## src/rtl/rr_priority_encoder.sv

```systemverilog
// rr_priority_encoder: registered N-input priority encoder with a sticky
// grant and an ack handshake. Fixed mode always picks the highest set index.
// Round-robin mode searches upward from a rotating pointer and wraps modulo N.
//
// Handshake: valid=1 means out holds a live grant. The grant stays unchanged
// until the cycle in which ack=1 is sampled with valid=1. In that cycle the
// grant is retired, and either a new grant is loaded (req!=0) or the block
// returns to idle (req==0). An ack sampled while valid=0 has no effect.
module rr_priority_encoder #(
  parameter int N       = 4,
  parameter int W       = $clog2(N),
  parameter int RR_MODE = 0
) (
  input  logic         clk,
  input  logic         rst,
  input  logic [N-1:0] req,
  input  logic         ack,
  output logic [W-1:0] out,
  output logic         valid,
  output logic         multi,
  output logic [0:0]   o_dbg_state,
  output logic [W-1:0] o_dbg_ptr
);

  localparam logic [0:0] S_IDLE  = 1'b0;
  localparam logic [0:0] S_GRANT = 1'b1;

  logic [0:0]   r_state;
  logic [W-1:0] r_out;
  logic         r_valid;
  logic         r_multi;
  logic [W-1:0] r_ptr;

  logic [W-1:0] w_ptr_next;
  logic [W-1:0] w_ptr_search;
  logic         w_retire;
  logic [W-1:0] w_win;
  logic         w_found;
  logic [W:0]   w_idx;
  logic         w_any;
  logic         w_multi;

  // A grant is retired only when ack arrives while that grant is live.
  assign w_retire = (r_state == S_GRANT) && ack;

  // The just-granted line moves to the lowest round-robin priority.
  assign w_ptr_next = (r_out == W'(N - 1)) ? '0 : r_out + W'(1);

  // Re-arbitration in the ack cycle must already see the advanced pointer.
  assign w_ptr_search = w_retire ? w_ptr_next : r_ptr;

  assign w_any   = |req;
  // More than one bit is set exactly when clearing the lowest set bit leaves something.
  assign w_multi = (req & (req - N'(1))) != '0;

  // Winner search: highest index in fixed mode, first set index from the pointer in round-robin.
  always_comb begin
    w_win   = '0;
    w_found = 1'b0;
    w_idx   = '0;
    if (RR_MODE == 0) begin
      for (int i = 0; i < N; i++) begin
        if (req[i]) w_win = W'(i);
      end
    end else begin
      for (int k = 0; k < N; k++) begin
        w_idx = {1'b0, w_ptr_search} + (W+1)'(k);
        if (w_idx >= (W+1)'(N)) w_idx = w_idx - (W+1)'(N);
        if (!w_found && req[w_idx[W-1:0]]) begin
          w_found = 1'b1;
          w_win   = w_idx[W-1:0];
        end
      end
    end
  end

  // Grant FSM with the registered outputs and the round-robin pointer.
  always_ff @(posedge clk) begin
    if (rst) begin
      r_state <= S_IDLE;
      r_out   <= '0;
      r_valid <= 1'b0;
      r_multi <= 1'b0;
      r_ptr   <= '0;
    end else begin
      case (r_state)
        S_IDLE: begin
          if (w_any) begin
            r_out   <= w_win;
            r_valid <= 1'b1;
            r_multi <= w_multi;
            r_state <= S_GRANT;
          end else begin
            r_out   <= '0;
            r_valid <= 1'b0;
            r_multi <= 1'b0;
          end
        end
        S_GRANT: begin
          if (ack) begin
            if (RR_MODE != 0) r_ptr <= w_ptr_next;
            if (w_any) begin
              r_out   <= w_win;
              r_valid <= 1'b1;
              r_multi <= w_multi;
            end else begin
              r_out   <= '0;
              r_valid <= 1'b0;
              r_multi <= 1'b0;
              r_state <= S_IDLE;
            end
          end
        end
        default: begin
          r_state <= S_IDLE;
          r_out   <= '0;
          r_valid <= 1'b0;
          r_multi <= 1'b0;
        end
      endcase
    end
  end

  assign out         = r_out;
  assign valid       = r_valid;
  assign multi       = r_multi;
  assign o_dbg_state = r_state;
  assign o_dbg_ptr   = r_ptr;

endmodule

```

## config.mk

```make
export PLATFORM = sky130hd
export DESIGN_NAME = rr_priority_encoder
export DESIGN_NICKNAME = d
export VERILOG_FILES = /design/src/rtl/rr_priority_encoder.sv
export SDC_FILE = /design/constraint.sdc
export NUM_CORES = 1
export LEC_CHECK = 0
export BUFFER_PORTS_ARGS = -buffer_cell sky130_fd_sc_hd__buf_4
export CAP_MARGIN = 20
export CELL_PAD_IN_SITES_DETAIL_PLACEMENT = 0
export CELL_PAD_IN_SITES_GLOBAL_PLACEMENT = 2
export CORE_AREA = 4 4 41 43
export DETAILED_ROUTE_END_ITERATION = 6
export DIE_AREA = 0 0 45 47
export GPL_ROUTABILITY_DRIVEN = 0
export PLACE_DENSITY = 0.72
export SLEW_MARGIN = 20
export SYNTH_ARGS = -nofsm -noshare
export SYNTH_HDL_FRONTEND = slang
export SYNTH_SLANG_ARGS = --single-unit
```

## constraint.sdc

```tcl
create_clock -name clk -period 1 [get_ports clk]
set_input_delay 0.25 -clock clk [delete_from_list [all_inputs] [get_ports clk]]
set_output_delay 0.25 -clock clk [all_outputs]
set_load 0.005 [all_outputs]
```

==> results of run 1 <==
[flip-flops by register name (all words and copies together), names as in the netlist]
register / flops
multi: 1
out: 2
valid: 1
o_dbg_state: 1
[layer usage]
metal	vias up	routed length, um	track usage
met5	-	0	0
met3	0	84	0.0498
met4	0	0	0.0526
li1	112	-	-
met1	90	215	0.0616
met2	14	213	0.0819
[worst min-delay path by stage]
stage,start,end,slack [ps],depth (start not counted)
after floorplan,rst,multi,310,1
after detailed placement,rst,multi,440,2
after global routing,rst,multi,180,2
after global placement,rst,multi,440,2
after CTS,rst,multi,180,2
final,rst,multi,190,2
[per-stage QoR]
stage	std cells	area (sq um)	worst slack, ps
global route	55	364	14.6
finish	55	364	37.5
floorplan	25	235	124
global placement	51	337	-2.02
CTS	55	364	25.0
detailed placement	51	337	-18.3
[report_power, final]
part | internal [mW] | switching [mW] | leakage (nW)
Combinational | 0.0584 | 0.0378 | 0.113
Clock | 0.151 | 0.0823 | 0.0150
Sequential | 0.217 | 0.00955 | 0.0420
[cells in the final DEF, fill, tap and decap left out, types with 2 or more instances in the layout]
| master | Yosys | final |
|---|---|---|
| a211oi_1 | 2 | 2 |
| conb_1 | 1 | 2 |
| dfxtp_1 | 5 | 4 |
| nor2_1 | 4 | 4 |
| buf_4 | 2 | 13 |
| clkbuf_4 | 0 | 3 |
[cells by family (layout without fill, tap and decap cells)]
| group | count (synthesis) | count (layout) | synth area share |
|---|---|---|---|
| adders and majority gates | 1 | 1 | 0.0486 |
| DFF | 5 | 5 | 0.432 |
| AOI/OAI and AO/OA | 7 | 7 | 0.238 |
| buffers and inverters | 3 | 18 | 0.0810 |
| other | 1 | 2 | 0.0162 |
| and+or+nand+nor | 7 | 7 | 0.184 |
[timing repair]
item	in CTS	in global routing
hold endpoints to repair	0	0
hold buffers	0	0
buffers inserted	0	0
setup endpoints to repair	1	0
resized for setup	1	0
[layout make-up]
cell class	count	area, sq um
Fill cell	145	937
Multi-Input combinational cell	17	116
Sequential cell	5	101
Timing Repair Buffer	13	97.6
Clock buffer	4	26.3
Tap cell	15	18.8
Inverter	1	3.75
==> out/qor.log, run 1 <==
[clock_network] Num CTS Buffers 3
[floorplan] placeable core area 1300 sq um
[setup_path] sequence of cells on the critical path buf_4
[clock_network] clock slew seen by the registers of the worst setup and hold paths 40 ps
[setup_path] stage delay of the slowest cell on the critical path 350 ps
[yosys] FFs w/ async S/R, synth 0
[setup_path] Levels on crit path 1
[yosys] sequential fraction of the synthesis area 0.432
[layout] layout-stage area growth over the synthesis result 57.3%
[sta] Final Critical Period 963 ps
[floorplan] total I/O pin count 14
[sta] Final period util 0.963
[setup_path] origin of the critical flop-to-flop path o_dbg_state
[setup_path] source of the critical timing path o_dbg_state
[floorplan] horizontal extent of the die 45 um
[setup_path] WP buf/inv 1
[setup_path] type of origin of the critical path flip-flop
[job] Max-Cap Viols 0
[drt] detail-routed net length per standard cell 9.33 um
[yosys] number of synthesized flops with an enable pin 0
[setup_path] type of element capturing the critical path output pin
[setup_path] top fanout value on the critical path 3
[clock_network] clock tree root driver cell clkbuf_4
[power_and_ir_drop] power density cells 1530 nW/um^2
[power_and_ir_drop] Final Power 556 uW
[setup_path] reg2reg path depth 3
[yosys] count leader, synth dfxtp_1
[layout] n_diodes 0
[placement] IO Port Bufs 11
[yosys] total standard cell area after synthesis 231 sq um
[yosys] distinct cell type count of the synthesized netlist 15
[yosys] post-synthesis cell type with the largest combined area dfxtp_1
[sta] setup repair after global routing missed its margin no
[status] outcome completed
[global_route] global-route usage over all layers 0.0617
[power_and_ir_drop] IR drop worst, VDD 0.000392 V
[clock_network] CTS tree built
[layout] fraction of layout instances using a drive strength above 1 0.525
[clock_network] Clock H-tree levels 1
[yosys] most used flip-flop cell after synthesis dfxtp_1
[drt] post-route antenna net violation count 0
[drt] first drt pass iteration count 2
[yosys] leading cell types by total area after synthesis dfxtp_1 (43%), a211oi_1 (6.5%), buf_4 (6.5%), nor2_1 (6.5%), nand2b_4 (5.9%)
[floorplan] initial standard-cell utilization of the core 0.178
[clock_network] clk_lat worst skew 240 ps
[drt] Detailed Route Iter0 Violations 2
[clock_network] Max Root-Sink Buffers 2
[global_route] pin count of the biggest net entering global routing 8
[setup_path] Req. time, crit path 750 ps
[floorplan] cell row count 13
[yosys] list of most frequent post-synthesis cells dfxtp_1 (5), nor2_1 (4), a211oi_1 (2), buf_4 (2)
[global_route] number of antenna violations at the first check in global routing 0
[floorplan] floorplan die height 47 um
[setup_path] Reg-to-Reg End valid
[clock_network] clock net sink count 5
[yosys] top-area cell type share of the netlist area 0.432
[setup_path] cell family with the largest share of critical-path delay flip-flops
[yosys] number of instances in the synthesized netlist 24
[global_route] remaining global-route overflow 0
[global_route] via count of the first global-routing pass 215
[layout] Post-Route Utilization 0.280
[sta] smallest hold slack 186 ps
[drt] final routed DRC violation total 0
[yosys] warnings from Yosys 0
[floorplan] die area 2120 sq um
[setup_path] worst setup path class flip-flop to output pin
[global_route] first-pass GRT wire length 848 um
[setup_path] Critical path destination o_dbg_state
[placement] placed wire-length estimate after detailed placement 428 um
[yosys] Mapped Avg Cell Area 9.64 sq um
[drt] DR vias/cell 3.93
[drt] wire length after detailed routing 513 um
[layout] Final nets 48
[sta] worst-case clock skew 0.0375 ps
[setup_path] slowest cell on the critical path dfxtp_2
[power_and_ir_drop] Leakage 0.170 nW
[yosys] flop and latch count out of synthesis 5
[drt] via total after detailed routing 216
[sta] sum of negative setup slack 0 ps
[sta] final setup violating endpoints 0
[sta] fmax 1.04 GHz
[sta] total count of hold-check failures in the final report 0
[setup_path] internal reg-to-reg setup slack 190 ps
[setup_path] arrival time at the worst endpoint 710 ps
[worst_hold_path] worst min path class primary input to flip-flop
[sta] fin. max-slew vios 0
Note: power is estimated with default switching activity, not from simulation.
==> inputs of run 2 (changes only) <==
--- a/config.mk
+++ b/config.mk
@@ -10,11 +10,11 @@
 export CELL_PAD_IN_SITES_DETAIL_PLACEMENT = 0
 export CELL_PAD_IN_SITES_GLOBAL_PLACEMENT = 2
 export CORE_AREA = 4 4 41 43
+export CTS_BUF_LIST = sky130_fd_sc_hd__clkbuf_8
 export DETAILED_ROUTE_END_ITERATION = 6
 export DIE_AREA = 0 0 45 47
 export GPL_ROUTABILITY_DRIVEN = 0
 export PLACE_DENSITY = 0.72
-export SLEW_MARGIN = 20
 export SYNTH_ARGS = -nofsm -noshare
 export SYNTH_HDL_FRONTEND = slang
 export SYNTH_SLANG_ARGS = --single-unit
==> run 2 against run 1 <==
Core utilization up 1.4 points. Register-to-register slack hardly changed. Worst setup slack improved by 25 ps. Combinational power is essentially flat. Fmax grew 2.7%. Non-clock buffer count did not move. Cell count unchanged. Global-route usage decreased by 0.16 points. Critical path type unchanged. Largest power group unchanged. Highest routed layer unchanged.
==> out/qor.log, run 2 (synthesis gave the netlist of run 1 again) <==
[sta] setup repair after global routing missed its margin no [unchanged]
[power_and_ir_drop] power density cells 1780 nW/um^2 [was 1530 nW/um^2]
[floorplan] initial standard-cell utilization of the core 0.178 [unchanged]
[job] Max-Cap Viols 0 [unchanged]
[drt] DR vias/cell 3.85 [was 3.93]
[sta] final setup violating endpoints 0 [unchanged]
[worst_hold_path] Cells on Worst Hold Path 2 [unchanged]
[floorplan] die area 2120 sq um [unchanged]
[setup_path] cell family with the largest share of critical-path delay flip-flops [unchanged]
[drt] final routed DRC violation total 0 [unchanged]
[layout] fraction of layout instances using a drive strength above 1 0.525 [unchanged]
[floorplan] cell row count 13 [unchanged]
[clock_network] Max Root-Sink Buffers 2 [unchanged]
[global_route] remaining global-route overflow 0 [unchanged]
[worst_hold_path] Hold Crit Endpoint multi [unchanged]
[layout] Final nets 48 [unchanged]
[sta] worst-case clock skew 0.377 ps [was 0.0375 ps]
[layout] fill cell count 150 [was 145]
[drt] Detailed Route Iter0 Violations 5 [was 2]
[setup_path] stage delay of the slowest cell on the critical path 350 ps [about the same]
[global_route] pin count of the biggest net entering global routing 8 [unchanged]
[layout] leading cell type in the layout, fill and taps excluded buf_4 [unchanged]
[setup_path] worst setup path class flip-flop to output pin [unchanged]
[drt] wire length after detailed routing 506 um [was 513 um]
[global_route] busiest metal layer after global routing met2 [unchanged]
[clock_network] CTS tree built [unchanged]
[global_route] number of antenna violations at the first check in global routing 0 [unchanged]
[drt] via total after detailed routing 212 [was 216]
[global_route] GRT met2 Usage 0.0819 [unchanged]
[placement] IO Port Bufs 11 [unchanged]
[placement] placed wire-length estimate after detailed placement 428 um [unchanged]
[setup_path] sequence of cells on the critical path buf_4 [unchanged]
[sta] total count of hold-check failures in the final report 0 [unchanged]
[sta] fmax 1.07 GHz [was 1.04 GHz]
[clock_network] clk_lat worst skew 220 ps [was 240 ps]
[setup_path] type of origin of the critical path flip-flop [unchanged]
[global_route] via count of the first global-routing pass 213 [was 215]
[drt] first drt pass iteration count 3 [was 2]
[sta] Final Critical Period 937 ps [was 963 ps]
[power_and_ir_drop] Leakage 0.182 nW [was 0.170 nW]
[power_and_ir_drop] Final Power 681 uW [was 556 uW]
[clock_network] clock slew seen by the registers of the worst setup and hold paths 30 ps [was 40 ps]
[layout] flip-flop count of the largest register after layout 2 [unchanged]
[clock_network] clock tree root driver cell clkbuf_8 [was clkbuf_4]
[sta] fin. max-slew vios 0 [unchanged]
[setup_path] reg2reg path depth 3 [unchanged]
[setup_path] Reg-to-Reg End valid [unchanged]
[drt] post-route antenna net violation count 0 [unchanged]
[sta] Final period util 0.937 [was 0.963]
[global_route] met3 track utilization from global routing 0.0498 [unchanged]
[setup_path] origin of the critical flop-to-flop path o_dbg_state [unchanged]
[worst_hold_path] startpoint of the tightest hold check path rst [unchanged]
[setup_path] arrival time at the worst endpoint 690 ps [was 710 ps]
[setup_path] WP buf/inv 1 [unchanged]
[status] outcome completed [unchanged]
[floorplan] floorplan die height 47 um [unchanged]
[setup_path] type of element capturing the critical path output pin [unchanged]
[clock_network] Clock H-tree levels 1 [unchanged]
[clock_network] Hold Buf Count CTS 0 [unchanged]
[setup_path] slowest cell on the critical path dfxtp_2 [unchanged]
[floorplan] placeable core area 1300 sq um [unchanged]
[setup_path] internal reg-to-reg setup slack 190 ps [about the same]
[floorplan] total I/O pin count 14 [unchanged]
[global_route] global-route usage over all layers 0.0601 [was 0.0617]
[clock_network] Num CTS Buffers 3 [unchanged]
[layout] highest-count cells in the layout ignoring fill and taps buf_4 (13), nor2_1 (4), dfxtp_1 (4), clkbuf_8 (3) [was buf_4 (13), nor2_1 (4), dfxtp_1 (4), clkbuf_4 (3)]
[drt] detail-routed net length per standard cell 9.20 um [was 9.33 um]
[layout] n_diodes 0 [unchanged]
[clock_network] clock net sink count 5 [unchanged]
[global_route] met1 Use GR 0.0639 [was 0.0616]
[sta] sum of negative setup slack 0 ps [unchanged]
[floorplan] horizontal extent of the die 45 um [unchanged]
[global_route] first-pass GRT wire length 841 um [was 848 um]
[worst_hold_path] worst min path class primary input to flip-flop [unchanged]
[setup_path] Req. time, crit path 750 ps [about the same]
[setup_path] top fanout value on the critical path 3 [unchanged]
[layout] layout-stage area growth over the synthesis result 65.4% [was 57.3%]
[power_and_ir_drop] IR drop worst, VDD 0.000635 V [was 0.000392 V]
-- run 2: worst max-delay path by stage --
stage,start,to,depth (start not counted)
floorplan,req[2],multi,3
global placement,req[2],multi,4
detailed placement,req[2],multi,4
CTS,o_dbg_state,o_dbg_state,1
global route,o_dbg_state,o_dbg_state,1
finish,o_dbg_state,o_dbg_state,1
-- run 2: what timing repair did --
action / 4_1_cts / 5_1_grt
buffers inserted: 0 / 0
setup endpoints to repair: 1 / 0
gates resized for setup: 1 / 0
-- run 2: where the power goes --
part	internal (mW)	total (mW)	switching, mW
registers	0.217	0.227	0.00950
clock network	0.263	0.358	0.0951
logic	0.0584	0.0960	0.0377
total	0.539	0.681	0.142
-- run 2: area by class of cell --
type,instances,area [sq um],share of cell area
Inverter,1,3.75,0.00980
Clock buffer,3,41.3,0.108
Sequential cell,5,101,0.265
Tap cell,15,18.8,0.0490
Timing Repair Buffer,13,97.6,0.255
Multi-Input combinational cell,17,116,0.304
Clock inverter,1,3.75,0.00980
-- run 2: metal layers --
metal / part of all wire / vias to the layer above
met5: 0 / -
met4: 0 / 0
met3: 0.17 / 0
met2: 0.40 / 13
met1: 0.43 / 87
li1: - / 112
-- run 2: metrics by stage --
step | utilization | setup WS, ps | hold WS (ps) | std cells | cell area, sq um
2_1_floorplan | - | 124 | 312 | 25 | 235
3_5_place_dp | 0.259 | -18.3 | 438 | 51 | 337
4_1_cts | 0.294 | 54.4 | 207 | 55 | 383
5_1_grt | 0.294 | 40.9 | 206 | 55 | 383
3_3_place_gp | 0.259 | -2.02 | 438 | 51 | 337
6_report | 0.294 | 62.9 | 209 | 55 | 383
